--- src/rtl/frame_load_sequencer.sv ---
// frame_load_sequencer: owns the BRAM port for one 32x32 frame. It requests a
// download from the UART loader, forwards and counts de-duplicated loader
// writes, aborts to ERR on a stalled load, then launches the peak-search engine
// and waits for its completion pulse. Status flags and a frame counter are
// exported for LEDs and debug.
module frame_load_sequencer #(
    parameter int ADDR_W      = 10,
    parameter int DATA_W      = 8,
    parameter int FRAME_WORDS = 1024,
    parameter int TIMEOUT_CYC = 25_000_000
) (
    input  logic              clk_i,
    input  logic              rst_i,
    input  logic              start_i,
    input  logic              abort_i,
    output logic              ldr_wr_start_o,
    input  logic              ldr_wr_en_i,
    input  logic [ADDR_W-1:0] ldr_wr_addr_i,
    input  logic [DATA_W-1:0] ldr_wr_data_i,
    input  logic [ADDR_W-1:0] eng_rd_addr_i,
    output logic              eng_start_o,
    input  logic              eng_done_i,
    output logic              bram_we_o,
    output logic [ADDR_W-1:0] bram_addr_o,
    output logic [DATA_W-1:0] bram_din_o,
    output logic              busy_o,
    output logic              frame_ok_o,
    output logic              err_timeout_o,
    output logic [7:0]        frame_cnt_o,
    output logic [ADDR_W:0]   load_count_o
);

    // Stall counter only needs to reach TIMEOUT_CYC-1.
    localparam int TO_W = (TIMEOUT_CYC > 1) ? $clog2(TIMEOUT_CYC) : 1;
    localparam logic [ADDR_W-1:0] LAST_ADDR = ADDR_W'(FRAME_WORDS - 1);
    localparam logic [TO_W-1:0]   TO_LAST   = TO_W'(TIMEOUT_CYC - 1);

    typedef enum logic [2:0] {
        S_IDLE,
        S_LOAD,
        S_ARM,
        S_RUN,
        S_DONE,
        S_ERR
    } state_e;

    state_e              state_q, state_d;
    logic                start_d1_q;
    logic [ADDR_W-1:0]   last_addr_q;
    logic [ADDR_W:0]     load_count_q;
    logic [TO_W-1:0]     timeout_q;
    logic                bram_we_q;
    logic [ADDR_W-1:0]   bram_waddr_q;
    logic [DATA_W-1:0]   bram_din_q;
    logic                ldr_wr_start_q;
    logic                eng_start_q;
    logic                busy_q;
    logic                frame_ok_q;
    logic                err_timeout_q;
    logic [7:0]          frame_cnt_q;

    logic start_rise;
    logic wr_event;

    assign start_rise = start_i & ~start_d1_q;

    // A held-high enable on an unchanged address is the same byte, not a new
    // write; the first write of a load is always accepted. Abort kills it.
    assign wr_event = (state_q == S_LOAD) & ldr_wr_en_i & ~abort_i &
                      ((load_count_q == '0) | (ldr_wr_addr_i != last_addr_q));

    // Next-state decode; abort beats everything except reset.
    always_comb begin
        // NOTE: every signal assigned in always_comb gets a default first so
        // no path leaves it unassigned and no latch is inferred.
        state_d = state_q;
        if (abort_i) begin
            state_d = S_IDLE;
        end else begin
            case (state_q)
                S_IDLE: if (start_rise) state_d = S_LOAD;
                S_LOAD: begin
                    if (wr_event) begin
                        if (ldr_wr_addr_i == LAST_ADDR) state_d = S_ARM;
                    end else if (timeout_q == TO_LAST) begin
                        state_d = S_ERR;
                    end
                end
                S_ARM:  state_d = S_RUN;
                S_RUN:  if (eng_done_i) state_d = S_DONE;
                S_DONE: if (start_rise) state_d = S_LOAD;
                S_ERR:  if (start_rise) state_d = S_LOAD;
                default: state_d = S_IDLE;
            endcase
        end
    end

    // State, datapath capture and registered outputs.
    always_ff @(posedge clk_i) begin
        // NOTE: all state here uses non-blocking assignments so every register
        // samples the pre-edge values regardless of statement order.
        if (rst_i) begin
            state_q        <= S_IDLE;
            start_d1_q     <= 1'b0;
            last_addr_q    <= '0;
            load_count_q   <= '0;
            timeout_q      <= '0;
            bram_we_q      <= 1'b0;
            bram_waddr_q   <= '0;
            bram_din_q     <= '0;
            ldr_wr_start_q <= 1'b0;
            eng_start_q    <= 1'b0;
            busy_q         <= 1'b0;
            frame_ok_q     <= 1'b0;
            err_timeout_q  <= 1'b0;
            frame_cnt_q    <= '0;
        end else begin
            state_q    <= state_d;
            start_d1_q <= start_i;

            // Write forwarding: one-cycle pulse, one cycle after the event.
            bram_we_q <= wr_event;
            if (wr_event) begin
                bram_waddr_q <= ldr_wr_addr_i;
                bram_din_q   <= ldr_wr_data_i;
                last_addr_q  <= ldr_wr_addr_i;
                load_count_q <= load_count_q + 1'b1;
            end

            // Fresh load: forget the previous frame's progress.
            if (state_d == S_LOAD && state_q != S_LOAD) begin
                load_count_q <= '0;
                last_addr_q  <= '0;
                timeout_q    <= '0;
            end else if (state_q == S_LOAD) begin
                timeout_q <= wr_event ? '0 : timeout_q + 1'b1;
            end

            // Raised only from the second LOAD cycle on, so the loader always
            // sees at least two low cycles between consecutive loads.
            ldr_wr_start_q <= (state_d == S_LOAD) && (state_q == S_LOAD);
            // Engine launch leaves ARM, after the final BRAM write has issued.
            eng_start_q    <= (state_q == S_ARM) && (state_d == S_RUN);
            busy_q         <= (state_d == S_LOAD) || (state_d == S_ARM) ||
                              (state_d == S_RUN);
            frame_ok_q     <= (state_d == S_DONE);
            err_timeout_q  <= (state_d == S_ERR);

            if (state_q == S_RUN && state_d == S_DONE) begin
                frame_cnt_q <= frame_cnt_q + 8'd1;
            end
        end
    end

    // The loader owns the BRAM address while a load is being written back.
    assign bram_addr_o    = (state_q == S_LOAD || state_q == S_ARM) ? bram_waddr_q
                                                                    : eng_rd_addr_i;
    assign bram_we_o      = bram_we_q;
    assign bram_din_o     = bram_din_q;
    assign ldr_wr_start_o = ldr_wr_start_q;
    assign eng_start_o    = eng_start_q;
    assign busy_o         = busy_q;
    assign frame_ok_o     = frame_ok_q;
    assign err_timeout_o  = err_timeout_q;
    assign frame_cnt_o    = frame_cnt_q;
    assign load_count_o   = load_count_q;

endmodule

--- config.mk ---
export PLATFORM = sky130hd
export DESIGN_NAME = frame_load_sequencer
export DESIGN_NICKNAME = d
export VERILOG_FILES = /design/src/rtl/frame_load_sequencer.sv
export SDC_FILE = /design/constraint.sdc
export NUM_CORES = 1
export LEC_CHECK = 0
export BUFFER_PORTS_ARGS = -buffer_cell sky130_fd_sc_hd__buf_4
export CAP_MARGIN = 30
export CORE_MARGIN = 10
export CORE_UTILIZATION = 54
export CTS_BUF_LIST = sky130_fd_sc_hd__clkbuf_2 sky130_fd_sc_hd__clkbuf_4 sky130_fd_sc_hd__clkbuf_8
export CTS_CLUSTER_SIZE = 20
export DETAILED_ROUTE_END_ITERATION = 7
export HOLD_SLACK_MARGIN = 0.12
export PLACE_DENSITY = 0.87
export SYNTH_ARGS = -nofsm -noshare
export SYNTH_HDL_FRONTEND = slang
export SYNTH_SLANG_ARGS = --single-unit
export TNS_END_PERCENT = 50
--- constraint.sdc ---
create_clock -name clk_i -period 3.9 [get_ports clk_i]
set_input_delay 0.195 -clock clk_i [delete_from_list [all_inputs] [get_ports clk_i]]
set_output_delay 0.195 -clock clk_i [all_outputs]
set_load 0.01 [all_outputs]
After elaboration in Yosys (flattened, before gate mapping)

Index checks and enable logic that the tools add are counted.

Bitwise logic cells: 7
Div/mod/pow operators: 0
Add/sub/neg operators: 3
Shift operators: 0
Equal/unequal tests: 14
Magnitude comparators: 0
Reduce and logical (&&, ||, !) cells: 11
Multiply operators: 0
Mux-type cells: 9

Operators by type and width:

| cell                                                  | number |
|---|---|
| adder 25 x 1 -> 25 bit, second input constant         | 1 |
| == test 25 bit, second input constant                 | 1 |
| two-way mux 25 bit                                    | 1 |
| two-way mux 3 bit                                     | 6 |
| == test 3 x 2 -> 1 bit, second input constant         | 4 |
| == test 3 bit, second input constant                  | 4 |
| case mux 3 bit (4 select lines)                       | 1 |
| adder 11 x 1 -> 11 bit, second input constant         | 1 |
| zero test 11 bit                                      | 1 |
| == test 10 bit, second input constant                 | 1 |
| two-way mux 10 bit                                    | 1 |
| inequality test 10 bit                                | 1 |
| adder 8 x 1 -> 8 bit, second input constant           | 1 |
| == test 3 x 1 -> 1 bit, second input constant         | 2 |
| AND 1 bit                                             | 4 |
| logical AND 1 bit                                     | 4 |
| zero test 3 bit                                       | 1 |
| logical OR 1 bit                                      | 3 |
| inequality test 3 x 1 -> 1 bit, second input constant | 1 |
| OR reduction 3 bit                                    | 1 |
| NOT 1 bit                                             | 2 |
| OR reduction 2 bit                                    | 1 |
| OR 1 bit                                              | 1 |

Bits in latches: 0
Input port bits: 34
Output and inout bits: 43
ROM bits: 0
RAM bits: 0
Logic and storage cells: 58
Bits in registers: 82
Memories: 0

Longest topological paths before layout

Gate-level depths: netlist (run 1).

Depth in word-level cells: 10
Depth in mapped cells: 8
Mapped depth without buffers: 6

Worst setup path before layout (run 1)

Ideal clock, no wire load.

Path type: register to register
Start: reg load_count_q[0] (netlist: load_count_o[0])
End: reg last_addr_q[2]
Clock period less this slack: 1966 ps
Library setup time: 70 ps
Buffers on the path: 2
Cell stages (with the launch flop): 9
Arrival: 1896 ps
Path slack: 1934 ps
Cell sequence: dfxtp_1 > inv_1 > ha_1 > and4b_1 > nor4_2 > buf_2 > clkbuf_1 > o21ai_0 > a21oi_1

Cells in the longest elaborated chain, start to end: 9

Ends and longest elaborated chain:

| item                            | line | text |
|---|---|---|
| from (decl)                     | 50   | `logic [ADDR_W:0] load_count_q;` |
| from (signal assigned)          | 127  | `load_count_q <= load_count_q + 1'b1;` |
| zero test 11 bit *              | 70   | `((load_count_q == '0) \| (ldr_wr_addr_i != last_addr_q));` |
| OR 1 bit *                      | 70   |  |
| AND 1 bit *                     | 69   | `assign wr_event = (state_q == S_LOAD) & ldr_wr_en_i & ~abort_i &` |
| two-way mux 3 bit               | 83   | `if (wr_event) begin` |
| case mux 3 bit (4 select lines) | 80   | `case (state_q)` |
| two-way mux 3 bit               | 77   | `if (abort_i) begin` |
| == test 3 x 1 -> 1 bit          | 131  | `if (state_d == S_LOAD && state_q != S_LOAD) begin` |
| logical AND 1 bit               | 131  |  |
| OR reduction 2 bit (no line)    | --   |  |
| to (signal assigned)            | 126  | `last_addr_q <= ldr_wr_addr_i;` |
| to (decl)                       | 49   | `logic [ADDR_W-1:0] last_addr_q;` |

Every way passes the cells marked *; elsewhere a longest branch is shown, timed or not.
A chain may end at the register's enable or synchronous reset.

Worst setup path after layout (run 1)

Start: reg state_q[1]
End: out bram_addr_o[8]

Cells in the longest elaborated chain, start to end: 3

Ends and longest elaborated chain:

| item                                                                    | line | text |
|---|---|---|
| from (decl)                                                             | 47   | `state_e state_q, state_d;` |
| from (signal assigned)                                                  | 118  | `state_q <= state_d;` |
| == test 3 x 1 -> 1 bit / == test 3 x 2 -> 1 bit (equally long branches) | 156  | `assign bram_addr_o = (state_q == S_LOAD \|\| state_q == S_ARM) ? bram_waddr_q` |
| logical OR 1 bit *                                                      | 156  |  |
| two-way mux 10 bit *                                                    | 156  |  |
| to (decl)                                                               | 24   | `output logic [ADDR_W-1:0] bram_addr_o,` |

Marked as above.

==> metrics.yaml, run 1 <==
grt_max_degree: 40
setup_tns_ps: 0
worst-path-buf-inv: 1
r2r_end: "last_addr_q[5]"
power_frac_comb_pct: 8.1
synth_top_area_share_pct: 43.12
syn_area_per_cell_um2: 8.537
dpl.hpwl_um: 7125
grt_overflow_total: 0
worst_skew_pair.late_latency_ps: 360
ys_seq_elements: 82
skew_ps: 9.179
setup_viol: 0
via_per_inst: 5.740
globalplace.congestion: 0.8683
drt-total-wl_um: 10260
pwr-share-seq_pct: 53.6
vias: 3559
leakage_nw: 1.711
die_y_um: 104.0
period_share_pct: 66.17
ff2ff_path_depth: 7
slowest_stage: "nor2_1"
dieArea_um2: 10810
die_x_um: 104.0
crit_chain: "xnor2_1, nor2_1, mux2_2, buf_4"
clock_sinks: 82
slowest_delay_ps: 710
synth-edff-count: 0
synth_warnings: 0
path_class: "flip-flop to primary output"
period_needed_ps: 2580
clock_power_share_pct: 38.3
antenna_found_initial: 0
cts-root-buf: "clkbuf_8"
async_flop_share_pct: 0
hold_depth: 3
start_kind: "flip-flop"
cts.path.max_buffers: 2
cts_tree: "done"
synthesis.nets: 484
layout-drive-gt1-share_pct: 21.56
hp-class: "primary input to flip-flop"
synthesis.area_um2: 3807
hold_path_end: "eng_start_o"
final_hold_viol_count: 0
postCtsSetupRepairBufs: 0
core_um2: 6832
pwr_density_cell_nw_per_um2: 336.2
slew_headroom_pct: 38.40
start_util_pct: 55.73
remaining_drc_errors: 0
cts_resized: 0
critPathTopFamily: "simple AND/OR/NAND/NOR gates"
p_sw_mw: 0.3733
r2r-start: "load_count_o[0]"
synthTopCellsByArea: "dfxtp_1 43%, xnor2_1 6.0%, a21oi_1 5.4%"
yosysSeqAreaShare_pct: 43.12
row_count: 30
firstDrtPassIters: 5
final_max_slew_viol_count: 0
path_clk_slew_ps: 70
drt_iter0_drc: 267
ys.flop_type: "dfxtp_1"
worstHoldStart: "abort_i"
synth_cell_types: 48
placed_area_um2: 4409
cp_max_fo: 14
sw_frac_of_total_pct: 23.62
power_mw: 1.580
r2r_setup_slack_ps: 1490
ant_nets: 0
diodes: 0
io_pins: 77
arrival_ps: 2390
max-vdd-ir-drop_mv: 0.2639
avgRoutedWirePerCell_um: 16.54
intPower_mw: 1.207
cap_violations: 0
fin_ws_ps: 1320
grt_pass1_wl_um: 17220
cts_buffers: 9
yosysTopAreaCell: "dfxtp_1"
status: "finished, final reports clean"
required_ps: 3700
worst_pin_slew_ps: 920.6
synth.most_common_cell: "dfxtp_1"
fin_area_um2: 4700
grt_usage_pct: 18.78
synthesis.instances: 446
finalNetCount: 557
io_buffers: 76
area_growth_pct: 23.43
htreeDepth: 3
cp-end-kind: "primary output"
netlist_top_cells_count: "82 x dfxtp_1, 41 x a21oi_1, 41 x nor2_1"
holdBufCountCts: 8
grt_pass1_vias: 3635
rsz0062_at_grt: "no"
pre_cts_ws_ps: 1555
max_freq_ghz: 0.3875
cp_num_cells: 4
## metrics by stage
step | hold WS, ps | instances | util, %
after floorplan | 323.2 | 446 | -
after global placement | 414.0 | 595 | 64.54
after detailed placement | 428.5 | 595 | 64.54
after CTS | 125.1 | 619 | 68.64
after global routing | 158.4 | 620 | 68.79
final | 146.9 | 620 | 68.79
## worst max-delay path by stage
| stage | from | end | slack (ps) |
|---|---|---|---|
| after global placement | load_count_o[0] | load_count_o[7] | 1600 |
| after detailed placement | load_count_o[0] | last_addr_q[5] | 1560 |
| after global routing | state_q[1] | bram_addr_o[7] | 1170 |
| after CTS | state_q[1] | bram_addr_o[8] | 1340 |
| after floorplan | load_count_o[0] | last_addr_q[2] | 1930 |
| final | state_q[1] | bram_addr_o[8] | 1320 |
## worst register-to-register path: stages, from the launching register on
cell     delay, ps
dfxtp_1        400
inv_1           80
ha_1           210
and4b_1        230
nor4_4         590
buf_4          450
o21ai_0        180
a21oi_1        200
## state kept, by name, summed over array words and instances, names as in the netlist
signal	flops
timeout_q	25
err_timeout_o	1
load_count_o	11
bram_we_o	1
bram_din_o	8
eng_start_o	1
last_addr_q	10
ldr_wr_start_o	1
state_q	3
frame_ok_o	1
busy_o	1
frame_cnt_o	8
bram_waddr_q	10
start_d1_q	1
## layout make-up
cell class | count | area, µm²
multi-input combinational | 331 | 2024
fill | 555 | 2132
clock buffer | 13 | 178.9
timing repair buffer | 89 | 690.7
sequential | 82 | 1642
inverter | 6 | 22.52
tap | 96 | 120.1
clock inverter | 3 | 21.27
## placed cells by master (no fill, tap or decap), types with 2 or more instances in the layout
master	count
dlygate4sd3_1	9
a21oi_1	41
xor2_1	13
and4_1	2
mux2_2	10
clkbuf_8	13
nor4_2	2
nor2b_1	4
inv_1	6
or3_1	2
or4_1	5
nand3b_1	2
xnor2_1	26
buf_4	80
ha_1	4
nor3_1	9
o21ai_0	37
nand2b_1	5
nand3_1	27
and2_1	2
nor2_1	41
mux2i_1	3
nand4_1	20
a31o_2	2
and3_1	11
nand2_1	30
nor4_1	9
a211oi_1	3
o31ai_1	4
dfxtp_1	82
## kinds of logic (layout without fill, tap and decap cells)
| kind of cell | count (synthesis) | after routing | share of synthesized area, % |
|---|---|---|---|
| and+or+nand+nor | 180 | 180 | 25.11 |
| AOI/OAI and AO/OA | 95 | 95 | 13.80 |
| DFF | 82 | 82 | 43.12 |
| xor gates and xnor gates | 39 | 39 | 8.971 |
| buffers and inverters | 33 | 111 | 3.943 |
| muxes | 13 | 13 | 3.746 |
| adders and majority gates | 4 | 4 | 1.315 |
## metal layers
| metal | up-vias | part of all wire, % | track usage (%) |
|---|---|---|---|
| li1 | 1737 | - | - |
| met3 | 18 | 8.6 | 7.311 |
| met1 | 1688 | 41 | 21.08 |
| met5 | - | 0 | 0 |
| met4 | 0 | 1.5 | 6.759 |
| met2 | 116 | 49 | 31.53 |
## power by group through the flow
stage	Clock [mW]	Sequential [mW]	Combinational (mW)
final	0.605	0.847	0.128
after global routing	0.649	0.848	0.138
after CTS	0.616	0.847	0.126
after detailed placement	0	0.867	0.119
after global placement	0	0.867	0.116
after floorplan	0	0.867	0.0590
Power figures use the tool's default switching activity.
==> run 2, diff against run 1 <==
- ABC_AREA: not set -> 1
- CORE_UTILIZATION: 54 -> 52
- PLACE_DENSITY: 0.87 -> 0.86
- clock period: 3.9 -> 2.2 ns (I/O delays scaled with it)
==> run 2 against run 1 <==
Net effect: non-clock buffer count up 33; synthesized cell count grew 36%; die area up 11%.
==> metrics.yaml, run 2 <==
power_frac_comb_pct: 11.3  # +3.2 points
io_buffers: 76  # unchanged
synth.most_common_cell: "nand2_1"
synthesis.area_um2: 4166  # +9.4%
synth-edff-count: 0  # unchanged
yosysSeqAreaShare_pct: 39.40  # -3.7 points
largest_reg_flops: 25  # unchanged
ant_nets: 0  # unchanged
clock_sinks: 82  # unchanged
cp-end-kind: "flip-flop"
synthesis.nets: 644  # +33%
cap_violations: 0  # unchanged
via_per_inst: 5.252  # -8.5%
synthesis.instances: 606  # +36%
drt-total-wl_um: 12070  # +18%
period_share_pct: 97.34
r2r_setup_slack_ps: 100  # -1390 ps
skew_ps: 10.80  # +1.619 ps
layout-drive-gt1-share_pct: 23.35  # +1.8 points
remaining_drc_errors: 0  # unchanged
pwr_density_cell_nw_per_um2: 531.8  # +58%
max-vdd-ir-drop_mv: 0.4010  # +52%
worst_pin_slew_ps: 452.6  # -468.0 ps
netlist_top_cells_count: "126 x nand2_1, 93 x inv_1, 89 x nor2_1"
pwr-share-seq_pct: 51.6  # -2.0 points
grt_pass1_vias: 4121  # +13%
whs_ps: 272.7  # +125.7 ps
top_register: "timeout_q"
dpl.hpwl_um: 7949  # +12%
slew_headroom_pct: 69.75  # +31 points
path_clk_slew_ps: 90  # +20 ps
antenna_found_initial: 1  # +1
layout_commonest_cell: "nand2_1"
globalplace.congestion: 0.9218  # +6.2%
drt_iter0_drc: 287  # +7.5%
ys_seq_elements: 82  # unchanged
vias: 4364  # +23%
grt_usage_pct: 18.72  # -0.065 points
setup_viol: 0  # unchanged
instances_no_fill: 831  # +34%
status: "finished, final reports clean"
clock_power_share_pct: 37.1  # -1.2 points
die_y_um: 109.5  # +5.3%
core_um2: 7767  # +14%
n_fill_cell: 595  # +7.2%
area_growth_pct: 31.68
cts_buffers: 9  # unchanged
arrival_ps: 2440  # +50 ps
ys.flop_type: "dfxtp_1"
syn_area_per_cell_um2: 6.875  # -19%
p_sw_mw: 0.7111  # +90%
period_needed_ps: 2142
io_pins: 77  # unchanged
worst_skew_pair.late_latency_ps: 360  # about the same
synth_top_area_share_pct: 39.40  # -3.7 points
async_flop_share_pct: 0  # unchanged
synthTopCellsByArea: "dfxtp_1 39%, nand2_1 11%, inv_1 8.4%"
die_x_um: 109.5  # +5.3%
synth_cell_types: 35  # -27%
yosysTopAreaCell: "dfxtp_1"
sw_frac_of_total_pct: 24.37  # +0.74 points
cts-root-buf: "clkbuf_8"
start_util_pct: 53.64  # -2.1 points
cts.path.max_buffers: 2  # unchanged
row_count: 32  # +6.7%
path_class: "primary input to flip-flop"
start_kind: "primary input"
cts_tree: "done"
synth_warnings: 0  # unchanged
dieArea_um2: 11990  # +11%
firstDrtPassIters: 5  # unchanged
grt_max_degree: 40  # unchanged
placedCellCount: 780  # +31%
leakage_nw: 2.206  # +29%
htreeDepth: 3  # unchanged
grt_overflow_total: 0  # unchanged
finalNetCount: 761  # +37%
hp-class: "primary input to flip-flop"
grt_pass1_wl_um: 18440  # +7.1%
final_cell_mix: "122 x nand2_1, 93 x buf_4, 91 x inv_1, 85 x nor2_1, 81 x dfxtp_1"
rsz0062_at_grt: "yes"
final_hold_viol_count: 0  # unchanged
final_max_slew_viol_count: 0  # unchanged
max_freq_ghz: 0.4669
power_mw: 2.918  # +85%
intPower_mw: 2.207  # +83%
required_ps: 2490  # -1210 ps
avgRoutedWirePerCell_um: 14.52  # -12%
cp_max_fo: 6  # -8
run 2: changes by cell type in the layout (fill, tap and decap cells not counted), moves of 19 or more:
cell and delta:
nand2_1 +92, a21oi_1 -20, inv_1 +85, nor2_2 +19
xnor2_1 -24, nor2_1 +44
run 2: timing repair:
item                                   4_1_cts  5_1_grt
buffers inserted                             0        8
pin swaps                                    0        8
endpoints found under the hold margin       24        0
hold buffers                                22        0
gates resized for setup                      1       17
setup endpoints to repair                    6       54
gates cloned                                 0        4
run 2: per-stage QoR:
stage	util (%)	TNS, ps	instance area, µm²	setup WS (ps)
2_1_floorplan	-	0	4167	317.6
3_3_place_gp	62.74	0	4873	115.5
3_5_place_dp	62.74	-251.0	4873	-54.08
4_1_cts	68.12	0	5291	55.14
5_1_grt	70.63	-3138	5487	-84.91
6_report	70.63	0	5487	58.42
run 2: cells by family after synthesis:
kind of cell,synth area share [%]
flops,39.40
fa+ha+maj,1.201
compound gates,8.559
xor+xnor,3.363
simple gates,33.87
buf+inv,10.90
mux,2.703
run 2: power groups by stage:
stage	Clock, mW	Combinational [mW]	Sequential, mW
floorplan	0	0.139	1.54
global placement	0	0.247	1.54
detailed placement	0	0.253	1.54
CTS	1.09	0.286	1.50
global route	1.16	0.356	1.51
finish	1.08	0.331	1.50
run 2: path summary, 6_finish.rpt:
path	to	cells past startpoint	from
worst max register to register	last_addr_q[3]	15	load_count_o[0]
worst min-delay path	bram_we_o	5	ldr_wr_en_i
worst max-delay path	frame_cnt_o[4]	13	abort_i
worst min register to register	bram_waddr_q[6]	2	bram_waddr_q[6]
run 2: cell type report:
| type | count | area, µm² | share of cell area (%) |
|---|---|---|---|
| repair buffers | 122 | 1042 | 19.00 |
| inverters | 94 | 352.8 | 6.431 |
| multi-input cells | 414 | 2125 | 38.72 |
| diodes | 1 | 2.502 | 0.04561 |
| clock inverters | 5 | 55.05 | 1.003 |
| clock buffers | 11 | 138.9 | 2.531 |
| flip-flops and latches | 82 | 1643 | 29.94 |
| well taps | 102 | 127.6 | 2.326 |
run 2: layer usage:
layer  vias to the layer above  part of all wire [%]  routed length, µm  global-route usage (%)
li1                       2151                     -                  -                       -
met1                      2006                    40               4796                   20.33
met2                       168                    51               6106                   33.94
met3                        39                   6.6                794                   4.037
met4                         0                   3.1                371                   8.643
met5                         -                     0                  0                       0
run 2: critical path: stages:
cell and delay (ps):
dlygate4sd3_1 550, buf_4 160, inv_1 130, nand2_1 80, nor2_1 300, nand2_4 130, nand2_2 110, nand2_2 70
buf_4 150, o21bai_4 220, buf_6 160, nand4_1 110, a21oi_1 150
